<file path="src/rtl/alu_regfile_issue_if.sv">
// Command channel between an issuing master and the ALU issue stage.
// The master presents one command under valid/ready; the issue stage drives ready.
interface alu_regfile_issue_if #(
    parameter int DATA_W = 16,
    parameter int ADDR_W = 3
);
    logic              cmd_valid;
    logic              cmd_ready;
    logic [3:0]        cmd_op;
    logic [ADDR_W-1:0] cmd_rd;
    logic [ADDR_W-1:0] cmd_rs1;
    logic [ADDR_W-1:0] cmd_rs2;
    logic              cmd_imm_en;
    logic [DATA_W-1:0] cmd_imm;

    modport master (
        output cmd_valid, cmd_op, cmd_rd, cmd_rs1, cmd_rs2, cmd_imm_en, cmd_imm,
        input  cmd_ready
    );

    modport slave (
        input  cmd_valid, cmd_op, cmd_rd, cmd_rs1, cmd_rs2, cmd_imm_en, cmd_imm,
        output cmd_ready
    );
endinterface

</file>
<file path="src/rtl/alu_regfile_issue.sv">
// Issue stage for an external combinational ALU: register file, operand fetch,
// result capture and write-back, one command in flight (IDLE -> EXEC -> WB).
module alu_regfile_issue #(
    parameter int DATA_W  = 16,
    parameter int REG_NUM = 8,
    parameter int ADDR_W  = $clog2(REG_NUM)
) (
    input  logic                clk,
    input  logic                rst_n,
    alu_regfile_issue_if.slave  cmd_if,
    output logic [DATA_W-1:0]   alu_operand1_o,
    output logic [DATA_W-1:0]   alu_operand2_o,
    output logic [3:0]          alu_control_o,
    input  logic [DATA_W-1:0]   alu_result_i,
    output logic                done_valid_o,
    output logic [ADDR_W-1:0]   done_rd_o,
    output logic [DATA_W-1:0]   done_data_o,
    input  logic                cfg_wr_en_i,
    input  logic [ADDR_W-1:0]   cfg_wr_addr_i,
    input  logic [DATA_W-1:0]   cfg_wr_data_i,
    input  logic [ADDR_W-1:0]   dbg_addr_i,
    output logic [DATA_W-1:0]   dbg_data_o
);

    typedef enum logic [1:0] {
        IDLE,
        EXEC,
        WB
    } state_e;

    state_e            state_q;
    logic [DATA_W-1:0] regs_q [REG_NUM];
    logic [ADDR_W-1:0] rd_q;
    logic [ADDR_W-1:0] done_rd_q;
    logic [DATA_W-1:0] done_data_q;
    logic              done_valid_q;
    logic [DATA_W-1:0] operand1_q;
    logic [DATA_W-1:0] operand2_q;
    logic [3:0]        control_q;

    logic              cmd_fire;
    logic [DATA_W-1:0] operand1_d;
    logic [DATA_W-1:0] operand2_d;

    // A host write in the same cycle blocks acceptance, so operand fetch never races it.
    assign cmd_if.cmd_ready = (state_q == IDLE) && !cfg_wr_en_i;
    assign cmd_fire         = cmd_if.cmd_valid && cmd_if.cmd_ready;

    always_comb begin
        operand1_d = '0;
        operand2_d = '0;
        if (cmd_if.cmd_rs1 != '0) begin
            operand1_d = regs_q[cmd_if.cmd_rs1];
        end
        if (cmd_if.cmd_imm_en) begin
            operand2_d = cmd_if.cmd_imm;
        end else if (cmd_if.cmd_rs2 != '0) begin
            operand2_d = regs_q[cmd_if.cmd_rs2];
        end
    end

    // Write-back is assigned after the host write so it wins a same-register collision.
    always_ff @(posedge clk) begin
        if (!rst_n) begin
            state_q      <= IDLE;
            for (int i = 0; i < REG_NUM; i++) begin
                regs_q[i] <= '0;
            end
            rd_q         <= '0;
            done_rd_q    <= '0;
            done_data_q  <= '0;
            done_valid_q <= 1'b0;
            operand1_q   <= '0;
            operand2_q   <= '0;
            control_q    <= '0;
        end else begin
            if (cfg_wr_en_i && (cfg_wr_addr_i != '0)) begin
                regs_q[cfg_wr_addr_i] <= cfg_wr_data_i;
            end
            unique case (state_q)
                IDLE: begin
                    if (cmd_fire) begin
                        operand1_q <= operand1_d;
                        operand2_q <= operand2_d;
                        control_q  <= cmd_if.cmd_op;
                        rd_q       <= cmd_if.cmd_rd;
                        state_q    <= EXEC;
                    end
                end
                EXEC: begin
                    done_data_q  <= alu_result_i;
                    done_rd_q    <= rd_q;
                    done_valid_q <= 1'b1;
                    state_q      <= WB;
                end
                WB: begin
                    done_valid_q <= 1'b0;
                    if (done_rd_q != '0) begin
                        regs_q[done_rd_q] <= done_data_q;
                    end
                    state_q <= IDLE;
                end
                default: state_q <= IDLE;
            endcase
        end
    end

    assign alu_operand1_o = operand1_q;
    assign alu_operand2_o = operand2_q;
    assign alu_control_o  = control_q;
    assign done_valid_o   = done_valid_q;
    assign done_rd_o      = done_rd_q;
    assign done_data_o    = done_data_q;
    assign dbg_data_o     = (dbg_addr_i == '0) ? '0 : regs_q[dbg_addr_i];

endmodule

</file>
<file path="src/flat_wrapper.sv">
// flat-port wrapper written by rule: the top's interface ports become plain ports
module alu_regfile_issue_flat 
#(
    parameter int DATA_W  = 16,
    parameter int REG_NUM = 8,
    parameter int ADDR_W  = $clog2(REG_NUM)
)
  (clk, rst_n, alu_operand1_o, alu_operand2_o, alu_control_o, alu_result_i, done_valid_o, done_rd_o, done_data_o, cfg_wr_en_i, cfg_wr_addr_i, cfg_wr_data_i, dbg_addr_i, dbg_data_o, cmd_if_cmd_valid, cmd_if_cmd_op, cmd_if_cmd_rd, cmd_if_cmd_rs1, cmd_if_cmd_rs2, cmd_if_cmd_imm_en, cmd_if_cmd_imm, cmd_if_cmd_ready);
  alu_regfile_issue_if #(.DATA_W(DATA_W), .ADDR_W(ADDR_W)) cmd_if_i ();
  input  logic clk;
  input  logic rst_n;
  output logic [DATA_W-1:0] alu_operand1_o;
  output logic [DATA_W-1:0] alu_operand2_o;
  output logic [3:0] alu_control_o;
  input  logic [DATA_W-1:0] alu_result_i;
  output logic done_valid_o;
  output logic [ADDR_W-1:0] done_rd_o;
  output logic [DATA_W-1:0] done_data_o;
  input  logic cfg_wr_en_i;
  input  logic [ADDR_W-1:0] cfg_wr_addr_i;
  input  logic [DATA_W-1:0] cfg_wr_data_i;
  input  logic [ADDR_W-1:0] dbg_addr_i;
  output logic [DATA_W-1:0] dbg_data_o;
  input wire logic [$bits(cmd_if_i.cmd_valid)-1:0] cmd_if_cmd_valid;
  input wire logic [$bits(cmd_if_i.cmd_op)-1:0] cmd_if_cmd_op;
  input wire logic [$bits(cmd_if_i.cmd_rd)-1:0] cmd_if_cmd_rd;
  input wire logic [$bits(cmd_if_i.cmd_rs1)-1:0] cmd_if_cmd_rs1;
  input wire logic [$bits(cmd_if_i.cmd_rs2)-1:0] cmd_if_cmd_rs2;
  input wire logic [$bits(cmd_if_i.cmd_imm_en)-1:0] cmd_if_cmd_imm_en;
  input wire logic [$bits(cmd_if_i.cmd_imm)-1:0] cmd_if_cmd_imm;
  output wire logic [$bits(cmd_if_i.cmd_ready)-1:0] cmd_if_cmd_ready;
  assign cmd_if_i.cmd_valid = cmd_if_cmd_valid;
  assign cmd_if_i.cmd_op = cmd_if_cmd_op;
  assign cmd_if_i.cmd_rd = cmd_if_cmd_rd;
  assign cmd_if_i.cmd_rs1 = cmd_if_cmd_rs1;
  assign cmd_if_i.cmd_rs2 = cmd_if_cmd_rs2;
  assign cmd_if_i.cmd_imm_en = cmd_if_cmd_imm_en;
  assign cmd_if_i.cmd_imm = cmd_if_cmd_imm;
  assign cmd_if_cmd_ready = cmd_if_i.cmd_ready;
  alu_regfile_issue #(.DATA_W(DATA_W), .REG_NUM(REG_NUM), .ADDR_W(ADDR_W)) u_core (.clk(clk), .rst_n(rst_n), .cmd_if(cmd_if_i), .alu_operand1_o(alu_operand1_o), .alu_operand2_o(alu_operand2_o), .alu_control_o(alu_control_o), .alu_result_i(alu_result_i), .done_valid_o(done_valid_o), .done_rd_o(done_rd_o), .done_data_o(done_data_o), .cfg_wr_en_i(cfg_wr_en_i), .cfg_wr_addr_i(cfg_wr_addr_i), .cfg_wr_data_i(cfg_wr_data_i), .dbg_addr_i(dbg_addr_i), .dbg_data_o(dbg_data_o));
endmodule
</file>
<file path="config.mk">
export PLATFORM = sky130hd
export DESIGN_NAME = alu_regfile_issue_flat
export DESIGN_NICKNAME = d
export VERILOG_FILES = /design/src/rtl/alu_regfile_issue_if.sv /design/src/rtl/alu_regfile_issue.sv /design/src/flat_wrapper.sv
export SDC_FILE = /design/constraint.sdc
export NUM_CORES = 1
export LEC_CHECK = 0
export CAP_MARGIN = 40
export CELL_PAD_IN_SITES_DETAIL_PLACEMENT = 1
export CELL_PAD_IN_SITES_GLOBAL_PLACEMENT = 1
export CORE_ASPECT_RATIO = 1.5
export CORE_MARGIN = 8
export CORE_UTILIZATION = 47
export CTS_CLUSTER_DIAMETER = 100
export CTS_CLUSTER_SIZE = 8
export DETAILED_ROUTE_END_ITERATION = 16
export PLACE_DENSITY = 0.92
export RECOVER_POWER = 25
export SYNTH_ARGS = -nofsm -noshare
export SYNTH_HDL_FRONTEND = slang
export SYNTH_SLANG_ARGS = --single-unit
</file>
<file path="constraint.sdc">
create_clock -name clk -period 3.72 [get_ports clk]
set_clock_uncertainty 0.15 [all_clocks]
set_input_delay 0.744 -clock clk [delete_from_list [all_inputs] [get_ports clk]]
set_output_delay 0.744 -clock clk [all_outputs]
set_load 0.005 [all_outputs]
</file>
==> results_dict.tcl, run 1 <==
set metrics [dict create \
    run_status "complete, no violations" \
    antenna_found_initial 0 \
    grt_pass1_vias 8803 \
    drt-wirelength-per-cell_um 28.3 \
    p_comb_share_pct 21.0 \
    maxSlewViolCount 0 \
    cts.sinks 175 \
    ant_nets 0 \
    clock.fmax_ghz 0.283 \
    drt_iter0_drc 736 \
    core_um2 20400 \
    worstPathRequired_ns 2.83 \
    rsz0062_at_grt "false" \
    path_class "primary input to output pin" \
    portBuffers 144 \
    reg2reg_from "u_core.state_q[0]" \
    initial_core_util_pct 48.0 \
    vdd_drop_max_mv 0.342 \
    hold_viol_final 0 \
    worst_pin_slew_ns 1.13 \
    numCtsBuffers 17 \
    cts_hold_buf 0 \
    multi_input_area_um2 4720 \
    p_sw_mw 1.65 \
    critical_path.startpoint "dbg_addr_i[1]" \
    swShare_pct 29.2 \
    drc_errors 0 \
    postCtsSetupBuffers 0 \
    overflow 0 \
    place_inst 1187 \
    clkLatencyLatePin_ns 0.45 \
    crit_arrival_ns 2.64 \
    cts_tree "built" \
    synthArstFlopShare_pct 0 \
    dr.pass1.iters 5 \
    final-setup-viol-count 0 \
    nFillCells 2082 \
    internal_power_mw 4.01 \
    final_cells 1220 \
    cts_buffer_depth 2 \
    netlist_area_um2 9790 \
    drv_cap 0 \
    die_w_um 134 \
    pwr-share-clk_pct 34.4 \
    drive_gt1_share_pct 18.2 \
    hp-start "u_core.alu_control_o[3]" \
    synth_edf_count 114 \
    routed_wl_mm 34.6 \
    areaGrowthSynthToFinish_pct 24.5 \
    setup_tns_ns 0 \
    rows 64 \
    vias 8265 \
    diodes 0 \
    hpwlAfterDp_mm 25.1 \
    ff2ff_path_depth 5 \
    whs_endpoint "u_core.alu_control_o[3]" \
    r2r_end "u_core.regs_q[4][11]" \
    cts_root_buf "clkbuf_16" \
    cts_resized 2 \
    grt_pass1_wl_mm 52.9 \
    io_pins 145 \
    crit_path_max_fanout 15 \
    total_power_mw 5.66 \
    leakage_nw 4.41 \
    reg2reg_slack_ns 1.13 \
    fin_crit_sh_pct 95.1 \
    whs_ns 0.316 \
    syn_inst 816 \
    die_h_um 193 \
    cp-end-kind "output pin" \
    powerDensity_nw_per_um2 464 \
    seq_area_um2 4640 \
    ys_warn_count 0 \
    min_period_ns 3.54 \
    relSlewSlack_pct 24.7 \
    place.gp.congestion 0.893 \
    ys.flop_type "edfxtp_1" \
    vias_per_cell 6.77 \
    seqPwrFrac_pct 44.6 \
    hold_depth 2 \
    yosysSeqAreaShare_pct 47.4 \
    synth-seq-cells 175 \
    die-area_um2 25800 \
    final_util_pct 59.7 \
    htreeDepth 4 \
    final_nets 1020 \
    syn_avg_cell_area_um2 12.0 \
    synth.distinct_cells 46 \
    grtUsageTotal_pct 26.9 \
    clkTransAtPathRegs_ns 0.06 \
    hold_path.class "register to register" \
    grt_max_degree 41 \
    startpoint_type "primary input" \
]
-- sequential cells by signal, indices dropped and copies added, names as in the netlist --
signal / count
u_core.done_data_o: 16
u_core.done_rd_o: 3
u_core.alu_operand1_o: 16
u_core.regs_q: 114
u_core.rd_q: 3
u_core.alu_operand2_o: 16
u_core.alu_control_o: 4
u_core.done_valid_o: 1
u_core.state_q: 2
-- metrics by stage --
stage | setup WS [ns] | instance area, µm²
global placement | 0.0128 | 11500
detailed placement | -0.0289 | 11500
global route | 0.131 | 12200
floorplan | 0.955 | 9800
finish | 0.183 | 12200
CTS | 0.186 | 12200
-- synth_stat cells, drive strengths merged, types with 16 or more instances --
library cell / count / area, µm²
a221oi: 45 / 394
a22o: 112 / 981
buf: 41 / 238
clkbuf: 47 / 176
dfxtp: 61 / 1220
edfxtp: 114 / 3420
mux2: 43 / 484
mux2i: 58 / 581
mux4: 33 / 743
nand2: 25 / 93.8
nand3: 46 / 235
nor2: 63 / 272
nor2b: 21 / 131
o31ai: 16 / 120
-- cell families (layout without fill, tap and decap cells) --
logic type      Yosys count  in the layout  synth area share, %
mux                     134            134                 18.5
compound gates          228            228                 19.4
buf+inv                  92            231                 4.38
simple gates            181            181                 9.68
other cells               1              2               0.0383
fa+ha+maj                 5              5                0.639
flops                   175            175                 47.4
-- worst max-delay path, stage by stage --
cell and delay (ns):
dlygate4sd2_1 0.33, buf_12 0.20, nor2b_2 0.24, buf_4 0.21
a221oi_1 0.11, nor2_1 0.24, clkdlybuf4s50_1 0.56
-- worst max-delay path by stage --
stage | to | slack [ns] | depth (start not counted)
2_1_floorplan | dbg_data_o[10] | 0.95 | 5
3_3_place_gp | dbg_data_o[4] | 0.01 | 6
3_5_place_dp | dbg_data_o[13] | -0.03 | 7
4_1_cts | dbg_data_o[4] | 0.19 | 7
5_1_grt | dbg_data_o[11] | 0.13 | 6
6_report | dbg_data_o[11] | 0.18 | 7
-- cells in the final DEF, fill, tap and decap left out, types with 15 or more instances in the layout --
cell             netlist  final
a21oi_1               15     15
a221o_1               15     15
a221oi_1              45     45
a22o_1               112    112
buf_4                  6     43
clkbuf_16              0     17
clkdlybuf4s50_1        0    102
dfxtp_1               61     61
dlygate4sd3_1          0     38
edfxtp_1             114    114
mux2_2                43     43
mux2i_1               58     58
mux4_2                33     33
nand2_1               25     25
nand3_1               45     45
nor2_1                53     54
nor2b_1               21     20
o31ai_1               16     16
-- final cells by class --
cell class                 instances  share of cell area (%)
clock buffer                      17                    3.49
clock inverter                    15                    1.70
inverter                           4                   0.123
multi-input combinational        550                    38.7
sequential                       175                    38.1
tap                              264                    2.71
timing repair buffer             195                    15.2
-- power by group through the flow --
stage / clock network (mW) / registers (mW) / logic, mW
floorplan: 0 / 2.40 / 0.724
global placement: 0 / 2.52 / 1.16
detailed placement: 0 / 2.55 / 1.20
CTS: 1.96 / 2.51 / 1.22
global route: 2.04 / 2.54 / 1.28
finish: 1.95 / 2.52 / 1.19
-- metal layers --
layer  GRT usage [%]  share of wire (%)  up-vias
li1                -                  -     3523
met1            31.9                 38     4155
met2            45.7                 50      482
met3            5.00                8.2      105
met4            14.0                3.9        0
met5               0                  0        -
Note: power is estimated with default switching activity, not from simulation.
==> run 2, diff against run 1 <==
CELL_PAD_IN_SITES_DETAIL_PLACEMENT = default   (was 1)
CELL_PAD_IN_SITES_GLOBAL_PLACEMENT = default   (was 1)
CORE_UTILIZATION = 54   (was 47)
PLACE_DENSITY = 0.87   (was 0.92)
==> results_dict.tcl, run 2 (synthesis gave the netlist of run 1 again) <==
set metrics [dict create \
    core_um2 17900 \
    grt_max_degree 41 \
    worst_pin_slew_ns 1.32 \
    final_nets 1018 \
    cp-end-kind "output pin" \
    pwr-share-clk_pct 34.3 \
    run_status "complete, no violations" \
    critical_path.endpoint "dbg_data_o[4]" \
    ant_nets 0 \
    die_w_um 126 \
    path_class "primary input to output pin" \
    slowest_delay_ns 0.56 \
    drc_errors 0 \
    swShare_pct 29.9 \
    maxSlewViolCount 0 \
    numCtsBuffers 17 \
    worstPathRequired_ns 2.83 \
    clock.fmax_ghz 0.276 \
    initial_core_util_pct 54.8 \
    dr.pass1.iters 7 \
    hold_path.class "register to register" \
    r2r_end "u_core.regs_q[2][14]" \
    fin_crit_sh_pct 97.3 \
    cp_slowest_cell "clkdlybuf4s50_1" \
    postCtsSetupBuffers 0 \
    layout_commonest_cell "edfxtp_1" \
    die_h_um 181 \
    cts_root_buf "clkbuf_16" \
    final_cell_mix "edfxtp_1 (114), a22o_1 (112), clkdlybuf4s50_1 (102), dfxtp_1 (61), mux2i_1 (58)" \
    largest_reg_flops 114 \
    drv_cap 0 \
    internal_power_mw 3.90 \
    portBuffers 144 \
    top_register "u_core.regs_q" \
    worstPathCellList "clkdlybuf4s50_1 > buf_12 > buf_4 > nor2b_1 > o21ai_0 > a221oi_2 > clkdlybuf4s50_1" \
    die-area_um2 22800 \
    drt-wirelength-per-cell_um 25.6 \
    p_sw_mw 1.66 \
    relSlewSlack_pct 12.2 \
    final_cells 1172 \
    place_inst 1139 \
    overflow 0 \
    place.gp.congestion 0.945 \
    vias 7987 \
    cts_buffer_depth 2 \
    ff2ff_path_depth 6 \
    cts_tree "built" \
    reg2reg_from "u_core.state_q[0]" \
    crit_arrival_ns 2.73 \
    hold_viol_final 0 \
    crit_top_cell "clkdlybuf4s50_1" \
    min_period_ns 3.62 \
    areaGrowthSynthToFinish_pct 23.5 \
    io_pins 145 \
    drt_iter0_drc 966 \
    startpoint_type "primary input" \
    leakage_nw 4.38 \
    cts.sinks 175 \
    hpwlAfterDp_mm 21.5 \
    drive_gt1_share_pct 17.9 \
    clkTransAtPathRegs_ns 0.07 \
    antenna_found_initial 1 \
    htreeDepth 4 \
    vias_per_cell 6.81 \
    grt_pass1_vias 8222 \
    nFillCells 1297 \
    p_comb_share_pct 20.7 \
    rsz0062_at_grt "false" \
    critical_path.startpoint "dbg_addr_i[1]" \
    clkLatencyLatePin_ns 0.44 \
    rows 60 \
    grt_pass1_wl_mm 46.7 \
    seq_area_um2 4640 \
    multi_input_area_um2 4740 \
    setup_tns_ns 0 \
    crit_path_max_fanout 31 \
    reg2reg_slack_ns 1.02 \
    routed_wl_mm 29.9 \
    grtUsageTotal_pct 26.0 \
    vdd_drop_max_mv 0.306 \
    powerDensity_nw_per_um2 460 \
    final-setup-viol-count 0 \
    seqPwrFrac_pct 45.0 \
]
## run 2: power groups by stage
stage	registers, mW	logic (mW)	clock network, mW
2_1_floorplan	2.40	0.724	0
3_3_place_gp	2.51	1.15	0
3_5_place_dp	2.53	1.17	0
4_1_cts	2.49	1.18	1.91
5_1_grt	2.53	1.25	1.99
6_report	2.50	1.15	1.91
## run 2: area by class of cell
class | instances | share of cell area, %
multi-input cells | 550 | 39.2
flip-flops and latches | 175 | 38.4
clock buffers | 18 | 3.55
clock inverters | 14 | 1.60
inverters | 4 | 0.124
well taps | 217 | 2.25
diodes | 1 | 0.0207
repair buffers | 193 | 14.9
## run 2: how the worst min path moves through the flow
stage                       startpoint                      end  slack, ns  cells after the start
6_report       u_core.alu_control_o[3]  u_core.alu_control_o[3]       0.30                      2
5_1_grt        u_core.alu_control_o[0]  u_core.alu_control_o[0]       0.33                      2
4_1_cts        u_core.alu_control_o[3]  u_core.alu_control_o[3]       0.31                      2
3_5_place_dp   u_core.alu_control_o[3]  u_core.alu_control_o[3]       0.30                      2
3_3_place_gp   u_core.alu_control_o[1]  u_core.alu_control_o[1]       0.29                      2
2_1_floorplan           u_core.rd_q[0]           u_core.rd_q[0]       0.29                      2
## run 2: timing repair
action | CTS | global route
pin swaps | 0 | 1
hold endpoints to repair | 0 | 0
hold buffers | 0 | 0
resized for setup | 2 | 3
setup endpoints to repair | 3 | 3
## run 2: per-layer routing
layer	up-vias	global-route usage, %	share of wire, %
met4	0	12.6	2.9
met3	74	4.86	11
met5	-	0	0
met2	537	43.0	49
li1	3513	-	-
met1	3863	32.0	37
## run 2: through the flow
step / hold WS, ns / power, mW / cell area, µm² / worst slack, ns / util (%)
after floorplan: 0.286 / 3.13 / 9800 / 0.955 / -
after global placement: 0.291 / 3.66 / 11500 / -0.0788 / 64.1
after detailed placement: 0.298 / 3.70 / 11500 / -0.0580 / 64.3
after CTS: 0.309 / 5.58 / 12100 / -0.0280 / 67.8
after global routing: 0.332 / 5.76 / 12100 / 0.0336 / 67.7
final: 0.302 / 5.56 / 12100 / 0.100 / 67.7
## run 2: worst max-delay path, delay by kind of cell
family / cells / cell delay, ns
compound gates: 2 / 0.44
buf+inv: 4 / 1.41
simple gates: 1 / 0.12
